===== src/rtl/i3c_ahb_manager.sv =====
// Single-outstanding AHB-Lite manager: converts a valid/ready CSR request into
// one non-pipelined AHB transfer and returns data/error/wait info on a response channel.
module i3c_ahb_manager #(
  parameter int AhbAddrWidth = 32,
  parameter int AhbDataWidth = 64
) (
  input  logic                      clk_i,
  input  logic                      rst_ni,
  input  logic                      req_valid_i,
  output logic                      req_ready_o,
  input  logic                      req_write_i,
  input  logic [AhbAddrWidth-1:0]   req_addr_i,
  input  logic [2:0]                req_size_i,
  input  logic [AhbDataWidth-1:0]   req_wdata_i,
  output logic                      rsp_valid_o,
  input  logic                      rsp_ready_i,
  output logic [AhbDataWidth-1:0]   rsp_rdata_o,
  output logic                      rsp_err_o,
  output logic [7:0]                rsp_wait_o,
  output logic [AhbAddrWidth-1:0]   haddr_o,
  output logic [2:0]                hburst_o,
  output logic [3:0]                hprot_o,
  output logic [2:0]                hsize_o,
  output logic [1:0]                htrans_o,
  output logic [AhbDataWidth-1:0]   hwdata_o,
  output logic [AhbDataWidth/8-1:0] hwstrb_o,
  output logic                      hwrite_o,
  output logic                      hsel_o,
  output logic                      hready_o,
  input  logic [AhbDataWidth-1:0]   hrdata_i,
  input  logic                      hreadyout_i,
  input  logic                      hresp_i
);

  localparam int NumBytes = AhbDataWidth / 8;
  localparam int SizeMax  = $clog2(NumBytes);

  localparam logic [1:0] HtransIdle   = 2'b00;
  localparam logic [1:0] HtransNonseq = 2'b10;

  typedef enum logic [1:0] {
    ST_IDLE,
    ST_ADDR,
    ST_DATA,
    ST_RESP
  } state_e;

  state_e r_state;
  state_e w_state_next;

  logic                    r_req_ready;
  logic                    r_rsp_valid;
  logic                    r_rsp_err;
  logic [AhbDataWidth-1:0] r_rsp_rdata;
  logic [7:0]              r_wait;
  logic                    r_err_flag;
  logic [AhbAddrWidth-1:0] r_haddr;
  logic [2:0]              r_hsize;
  logic [1:0]              r_htrans;
  logic                    r_hwrite;
  logic                    r_hsel;
  logic [AhbDataWidth-1:0] r_hwdata;
  logic [NumBytes-1:0]     r_hwstrb;
  logic [AhbDataWidth-1:0] r_wdata;

  logic w_accept;
  logic w_legal;
  logic w_err_final;

  // Size must fit the bus and the address must be naturally aligned to it.
  function automatic logic f_legal(input logic [AhbAddrWidth-1:0] addr,
                                   input logic [2:0] size);
    logic ok;
    ok = (int'(size) <= SizeMax);
    for (int i = 0; i < SizeMax; i++) begin
      if ((i < int'(size)) && addr[i]) ok = 1'b0;
    end
    return ok;
  endfunction

  function automatic logic [NumBytes-1:0] f_strb(input logic [AhbAddrWidth-1:0] addr,
                                                 input logic [2:0] size);
    logic [NumBytes-1:0] strb;
    int off;
    int len;
    strb = '0;
    off  = int'(addr[SizeMax-1:0]);
    len  = 1 << size;
    for (int i = 0; i < NumBytes; i++) begin
      strb[i] = (i >= off) && (i < off + len);
    end
    return strb;
  endfunction

  assign w_accept    = req_valid_i & r_req_ready;
  assign w_legal     = f_legal(req_addr_i, req_size_i);
  assign w_err_final = r_err_flag | hresp_i;

  always_ff @(posedge clk_i or negedge rst_ni) begin
    if (!rst_ni) r_state <= ST_IDLE;
    else         r_state <= w_state_next;
  end

  always_comb begin
    w_state_next = r_state;
    unique case (r_state)
      ST_IDLE: if (w_accept)    w_state_next = w_legal ? ST_ADDR : ST_RESP;
      ST_ADDR: if (hreadyout_i) w_state_next = ST_DATA;
      ST_DATA: if (hreadyout_i) w_state_next = ST_RESP;
      ST_RESP: if (rsp_ready_i) w_state_next = ST_IDLE;
      default:                  w_state_next = ST_IDLE;
    endcase
  end

  // Output registers are loaded on the transition into the phase they describe,
  // so every bus and response output comes straight from a flop.
  always_ff @(posedge clk_i or negedge rst_ni) begin
    if (!rst_ni) begin
      r_req_ready <= 1'b1;
      r_rsp_valid <= 1'b0;
      r_rsp_err   <= 1'b0;
      r_rsp_rdata <= '0;
      r_wait      <= '0;
      r_err_flag  <= 1'b0;
      r_haddr     <= '0;
      r_hsize     <= '0;
      r_htrans    <= HtransIdle;
      r_hwrite    <= 1'b0;
      r_hsel      <= 1'b0;
      r_hwdata    <= '0;
      r_hwstrb    <= '0;
      r_wdata     <= '0;
    end else begin
      unique case (r_state)
        ST_IDLE: begin
          if (w_accept) begin
            r_req_ready <= 1'b0;
            if (w_legal) begin
              r_htrans <= HtransNonseq;
              r_hsel   <= 1'b1;
              r_haddr  <= req_addr_i;
              r_hsize  <= req_size_i;
              r_hwrite <= req_write_i;
              r_wdata  <= req_wdata_i;
            end else begin
              r_rsp_valid <= 1'b1;
              r_rsp_err   <= 1'b1;
              r_rsp_rdata <= '0;
            end
          end
        end
        ST_ADDR: begin
          if (hreadyout_i) begin
            r_htrans <= HtransIdle;
            r_hsel   <= 1'b0;
            r_hwdata <= r_hwrite ? r_wdata : '0;
            r_hwstrb <= r_hwrite ? f_strb(r_haddr, r_hsize) : '0;
          end
        end
        ST_DATA: begin
          if (!hreadyout_i) begin
            if (r_wait != 8'hFF) r_wait <= r_wait + 8'd1;
            if (hresp_i) r_err_flag <= 1'b1;
          end else begin
            r_hwdata    <= '0;
            r_hwstrb    <= '0;
            r_rsp_valid <= 1'b1;
            r_rsp_err   <= w_err_final;
            r_rsp_rdata <= (!r_hwrite && !w_err_final) ? hrdata_i : '0;
          end
        end
        ST_RESP: begin
          if (rsp_ready_i) begin
            r_rsp_valid <= 1'b0;
            r_rsp_err   <= 1'b0;
            r_rsp_rdata <= '0;
            r_wait      <= '0;
            r_err_flag  <= 1'b0;
            r_req_ready <= 1'b1;
          end
        end
        default: ;
      endcase
    end
  end

  assign req_ready_o = r_req_ready;
  assign rsp_valid_o = r_rsp_valid;
  assign rsp_rdata_o = r_rsp_rdata;
  assign rsp_err_o   = r_rsp_err;
  assign rsp_wait_o  = r_wait;
  assign haddr_o     = r_haddr;
  assign hburst_o    = 3'b000;
  assign hprot_o     = 4'b0011;
  assign hsize_o     = r_hsize;
  assign htrans_o    = r_htrans;
  assign hwdata_o    = r_hwdata;
  assign hwstrb_o    = r_hwstrb;
  assign hwrite_o    = r_hwrite;
  assign hsel_o      = r_hsel;
  assign hready_o    = hreadyout_i;

endmodule


===== config.mk =====
export PLATFORM = sky130hd
export DESIGN_NAME = i3c_ahb_manager
export DESIGN_NICKNAME = d
export VERILOG_FILES = /design/src/rtl/i3c_ahb_manager.sv
export SDC_FILE = /design/constraint.sdc
export NUM_CORES = 1
export LEC_CHECK = 0
export ABC_AREA = 1
export CAP_MARGIN = 20
export CORE_MARGIN = 8
export CORE_UTILIZATION = 41
export DETAILED_ROUTE_END_ITERATION = 8
export GPL_TIMING_DRIVEN = 0
export PLACE_DENSITY = 0.82
export SETUP_SLACK_MARGIN = 0.1
export SYNTH_ARGS = -nofsm -noshare
export SYNTH_HDL_FRONTEND = slang
export SYNTH_SLANG_ARGS = --single-unit

===== constraint.sdc =====
create_clock -name clk_i -period 1.9 [get_ports clk_i]
set_input_delay 0.38 -clock clk_i [delete_from_list [all_inputs] [get_ports clk_i]]
set_output_delay 0.38 -clock clk_i [all_outputs]
set_load 0.02 [all_outputs]

# --- Word level (Yosys, flattened, before mapping) ---
# Index checks and enable logic that the tools add are counted.
classes:
  add_sub_neg: 2
  mul: 0
  n_div: 0
  n_lt_le_gt_ge: 19
  n_eq_ne: 13
  shift: 1
  n_mux: 48
  bitwise: 2
  n_reduce_logical: 27
ops:
  columns: ["op", "count"]
  rows:
  - ["$mux 64", 8]
  - ["$pmux 64 s3", 1]
  - ["$lt 4x32->1 const A", 4]
  - ["$pmux 64 s2", 1]
  - ["$lt 3x32->1 const A", 2]
  - ["$mux 8", 6]
  - ["$add 4x32->32", 1]
  - ["$lt 1x32->1 const A", 1]
  - ["$lt 2x32->1 const A", 1]
  - ["$pmux 8 s2", 2]
  - ["$shl 1x3->32 const A", 1]
  - ["$ne 2x2->1 const B", 9]
  - ["$mux 2", 8]
  - ["$reduce_and 4->1", 4]
  - ["$mux 1", 15]
  - ["$logic_and 1x1->1", 11]
  - ["$ge 3x3->1 const A", 3]
  - ["$reduce_and 3->1", 3]
  - ["$add 8x1->8 const B", 1]
  - ["$ne 8x8->1 const B", 1]
  - ["$pmux 2 s4", 1]
  - ["$reduce_bool 2->1", 4]
  - ["$ge 1x3->1 const A", 2]
  - ["$ge 2x3->1 const A", 2]
  - ["14 further kinds", 20]
totals:
  reg_bits: 253
  latchBits: 0
  mem_bits_rw: 0
  romBits: 0
  in_bits: 170
  out_inout_bits: 194
  elab_cells: 127
  n_memories: 0

# --- Logic depth before layout (Yosys ltp) ---
logic_depth:
  depth_word: 8
  ltp_mapped: 11
  mapped_depth_nobuf: 11

# --- Worst setup path before layout ---
# OpenSTA, ideal clock, no wires.
synth_timing:
  path_kind: "register to register"
  from: "register r_hsize[1], in the netlist hsize_o[1]"
  to: "register r_hwstrb[1], in the netlist hwstrb_o[1]"
  setup_ns: 0.121
  arrival_ns: 1.856
  required_time_ns: 1.779
  path_slack_ns: -0.077
  path_stages_with_launch: 10
  n_path_buf: 0
  period_less_slack_ns: 1.977
  cell_sequence: "dfrtp_1 nor3_1 ha_1 fa_1 nor2_1 a21oi_1 nor2_1 nand2_1 o21bai_1 nand2_1"
synth_between:
  elab_chain_len: 7
synth_lines:
  columns: ["item", "line_no", "source"]
  rows:
  - ["from (decl)", "58", "logic [2:0] r_hsize;"]
  - ["from (signal assigned)", "142", "r_hsize <= req_size_i;"]
  - ["$shl 1x3->32", "88", "len = 1 << size;"]
  - ["$add 4x32->32", "90", "strb[i] = (i >= off) && (i < off + len);"]
  - ["$lt 2x32->1", "90", null]
  - ["$logic_and 1x1->1", "90", null]
  - ["$mux 8", "157", "r_hwstrb <= r_hwrite ? f_strb(r_haddr, r_hsize) : '0;"]
  - ["$mux 8", "153", "if (hreadyout_i) begin"]
  - ["$pmux 8 s2", "134", "unique case (r_state)"]
  - ["to (signal assigned)", "157", null]
  - ["to (decl)", "63", "logic [NumBytes-1:0] r_hwstrb;"]
# Every way passes these cells. The select of a mux whose other input is x is not followed.
# A chain may end at the register's enable or synchronous reset.

# --- Worst setup path in the final report ---
layout_timing:
  from: "register r_state[0]"
  to: "register r_rsp_rdata[52], in the netlist rsp_rdata_o[52]"
layout_between:
  elab_chain_len: 3
  elab_cells_between_ends: 10
  cone_classes: "eq/ne (6); mux (1); reduce/logical (3)"
layout_lines:
  columns: ["item", "line_no", "source"]
  rows:
  - ["from (decl)", "48", "state_e r_state;"]
  - ["from (signal assigned)", "101", "else r_state <= w_state_next;"]
  - ["$eq 2x2->1 / $logic_not 2->1 (equally long branches)", "134", null]
  - ["$ne 2x2->1 (no line) / $reduce_bool 3->1 (equally long branches)", null, null]
  - ["$reduce_and 5->1 (no line)", null, null]
  - ["to (signal assigned)", "169", "r_rsp_rdata <= (!r_hwrite && !w_err_final) ? hrdata_i : '0;"]
  - ["to (decl)", "54", "logic [AhbDataWidth-1:0] r_rsp_rdata;"]
# Several ways; a longest one is shown, not always the timed one.

==> results.yml <==
timing:
  tns_ns: -5.28
  finalHoldViolCount: 0
  finalSetupViolCount: 71
  post-route-period-util_pct: 110
  setup_slack_ns: -0.194
  fin_crit_ns: 2.09
  slew_violations: 0
  hold_ws_ns: 0.268
  worst_pin_slew_ns: 0.650
  rsz0062_at_grt: "yes"
  fmax_mhz: 477
  slew_headroom_pct: 56.7
  fin_skew_ns: 0.0193
status:
  violations: "setup timing"
  status: "finished, violations left"
flow_run:
  cap_violations: 0
worst_hold_path:
  min_path_type: "in -> async"
logic_synthesis:
  synth.area.top_cells: "dfrtp_1 62%, nand2_1 11%, o21ai_0 5.8%"
  syn_inst: 1051
  ys_warn_count: 0
  postSynthAreaPerCell_sq_um: 9.66
  netlist_area_sq_mm: 0.0102
  ys_types: 34
  synth_top_area_share_pct: 61.6
  yosys.area.top_type: "dfrtp_1"
  synth_common_cells: "292 x nand2_1, 250 x dfrtp_1, 120 x inv_1"
  synth-seq-cells: 251
  synthArstFlopShare_pct: 100
  synth_top_flop_cell: "dfrtp_1"
  ys_seq_area_share_pct: 61.9
  synth_edf_count: 0
  yosysMostFrequentCell: "nand2_1"
global_route:
  grt_overflow: 0
  grt_use_total_pct: 24.9
  met1_usage_pct: 27.9
  antenna_found_initial: 1
  grt_first_pass_wirelength_um: 59800
  grt_pass1_vias: 10444
  grt_max_degree: 121
  met2_usage_pct: 44.5
  top_usage_layer: "met2"
  grt_use_met3_pct: 7.30
route:
  drc: 0
  num_vias: 9765
  drt_iter0_drc: 673
  routed_wl_um: 41100
  ant_nets: 0
  via_per_inst: 5.23
  first_pass_iters: 5
  wl_per_cell_um: 22.0
setup_path:
  worstPathCellList: "inv_2 -> ha_4 -> inv_4 -> or2_4 -> nor3_4 -> buf_12 -> buf_12 -> buf_12 -> buf_8 -> nand2_4 -> o21ai_2"
  crit_top_cell: "buf_12"
  cp_max_fo: 5
  critical_path_arrival_ns: 2.54
  end_kind: "flop"
  cp_slowest_cell: "dfrtp_1"
  startpoint_type: "flop"
  worstSetupPathType: "reg -> reg"
  slowest_delay_ns: 0.43
  critPathRequiredTime_ns: 2.34
pwr:
  pwr-share-seq_pct: 31.8
  power_w: 0.0247
  powerDensity_mw_per_mm2: 1400
  p_leak_nw: 9.32
  comb_power_share_pct: 45.5
  power_switching_w: 0.00928
  ir_drop_v: 0.00103
  p_clk_share_pct: 22.7
  p_int_w: 0.0155
  p_sw_share_pct: 37.5
die:
  start_util_pct: 41.7
  rows: 57
  dieArea_sq_mm: 0.0301
  core-area_sq_mm: 0.0243
  die_x_um: 173
  io_pins: 364
  die_h_um: 173
final_layout:
  nNetsFinal: 1703
  final_util_pct: 72.5
  drive_gt1_share_pct: 28.0
  syn_to_final_growth_pct: 73.7
  antenna_cells: 0
clock_network:
  clk_latency_ns: 0.53
  cts_tree: "yes"
  clkTransAtPathRegs_ns: 0.06
  clock_path_buffers: 3
  cts_root_buffer: "clkbuf_16"
  htree_levels: 1
  cts_buffers: 26
  cts_sinks: 251
place:
  gp_congestion: 0.874
  post-place-ws_ns: -0.767
  port_buffers: 355
  place_hpwl_um: 24700
-- kinds of logic (layout without fill, tap and decap cells) --
| family | count (synthesis) | after routing | synth area share [%] |
|---|---|---|---|
| buf+inv | 190 | 675 | 8.12 |
| simple gates | 337 | 337 | 13.2 |
| xor+xnor | 5 | 5 | 0.431 |
| flops | 251 | 251 | 61.9 |
| other cells | 2 | 8 | 0.0740 |
| compound gates | 257 | 257 | 15.1 |
| fa+ha+maj | 9 | 9 | 1.18 |
-- sequential cells by signal, indices dropped and copies added (netlist names) --
signal       flops
hwstrb_o         8
rsp_valid_o      1
hwdata_o        64
hwrite_o         1
rsp_err_o        1
haddr_o         32
r_state          2
req_ready_o      1
hsize_o          3
r_wdata         64
r_err_flag       1
htrans_o         1
rsp_wait_o       8
rsp_rdata_o     64
-- through the flow --
step	cell area (sq um)	std cells
after CTS	17000	1852
after floorplan	10200	1057
after global routing	17600	1866
final	17600	1866
after global placement	14200	1736
after detailed placement	14200	1738
-- cell type report --
type | count | area, sq um
clock inverters | 10 | 203
fillers | 1584 | 6690
inverters | 123 | 479
clock buffers | 36 | 739
flip-flops and latches | 251 | 6290
well taps | 324 | 405
plain buffers | 67 | 856
multi-input cells | 616 | 4100
repair buffers | 439 | 4560
-- path summary, 6_finish.rpt --
path / cells past startpoint / from / slack (ns) / to
max in group asynchronous: 3 / rst_ni / 0.77 / haddr_o[0]
worst min register to register: 1 / r_wdata[52] / 0.48 / hwdata_o[52]
worst min-delay path: 2 / rst_ni / 0.27 / r_wdata[15]
min in group clk_i: 3 / req_addr_i[9] / 0.39 / haddr_o[9]
worst max-delay path: 11 / r_state[0] / -0.19 / rsp_rdata_o[52]
worst max register to register: 11 / r_state[0] / -0.19 / rsp_rdata_o[52]
-- power groups by stage --
| stage | registers [W] | clock network, W | logic (W) |
|---|---|---|---|
| after floorplan | 0.00846 | 0 | 0.00314 |
| after global placement | 0.00774 | 0 | 0.00698 |
| after detailed placement | 0.00779 | 0 | 0.00714 |
| after CTS | 0.00776 | 0.00571 | 0.00995 |
| after global routing | 0.00800 | 0.00590 | 0.0119 |
| final | 0.00786 | 0.00563 | 0.0112 |
-- cells in the final DEF, fill, tap and decap left out, types with 4 or more instances in the layout --
| cell type | netlist | final |
|---|---|---|
| dfrtp_1 | 250 | 243 |
| dlygate4sd2_1 | 0 | 183 |
| nand2_1 | 292 | 177 |
| clkdlybuf4s50_1 | 0 | 167 |
| inv_1 | 120 | 114 |
| o21ai_2 | 0 | 78 |
| o21ai_1 | 63 | 70 |
| nand2_2 | 0 | 69 |
| a22o_1 | 63 | 63 |
| nand2_4 | 0 | 44 |
| buf_4 | 11 | 42 |
| clkbuf_16 | 0 | 37 |
| buf_6 | 6 | 31 |
| o21ai_0 | 117 | 29 |
| buf_8 | 0 | 22 |
| buf_12 | 0 | 17 |
| buf_16 | 0 | 14 |
| nor2_1 | 16 | 10 |
| nand3_1 | 14 | 10 |
| clkbuf_4 | 0 | 8 |
| conb_1 | 2 | 8 |
| a21oi_1 | 8 | 7 |
| dfrtp_2 | 0 | 7 |
| clkbuf_8 | 0 | 6 |
| clkbuf_1 | 25 | 6 |
| bufinv_16 | 0 | 6 |
| inv_4 | 0 | 4 |
| inv_2 | 3 | 4 |
| nor2_4 | 0 | 4 |
| nand3_2 | 0 | 4 |
-- critical path: cells and delay by family (launching register included) --
family	cells	cell delay [ns]
simple gates	3	0.51
flops	1	0.43
fa+ha+maj	1	0.18
buf+inv	6	0.71
compound gates	1	0.16
-- per-layer routing --
| metal | part of all wire [%] | vias up |
|---|---|---|
| met4 | 4.7 | 2 |
| met2 | 50 | 488 |
| met5 | 0.019 | - |
| met3 | 8.3 | 130 |
| met1 | 37 | 4796 |
| li1 | - | 4349 |
-- repair_timing --
item,in CTS,in global routing
cloned,21,3
buffers inserted,46,19
hold buffers,1,0
hold endpoints to repair,15,0
pin swaps,53,39
resized for setup,566,211
setup endpoints to repair,430,248
Note: power is estimated with default switching activity, not from simulation.
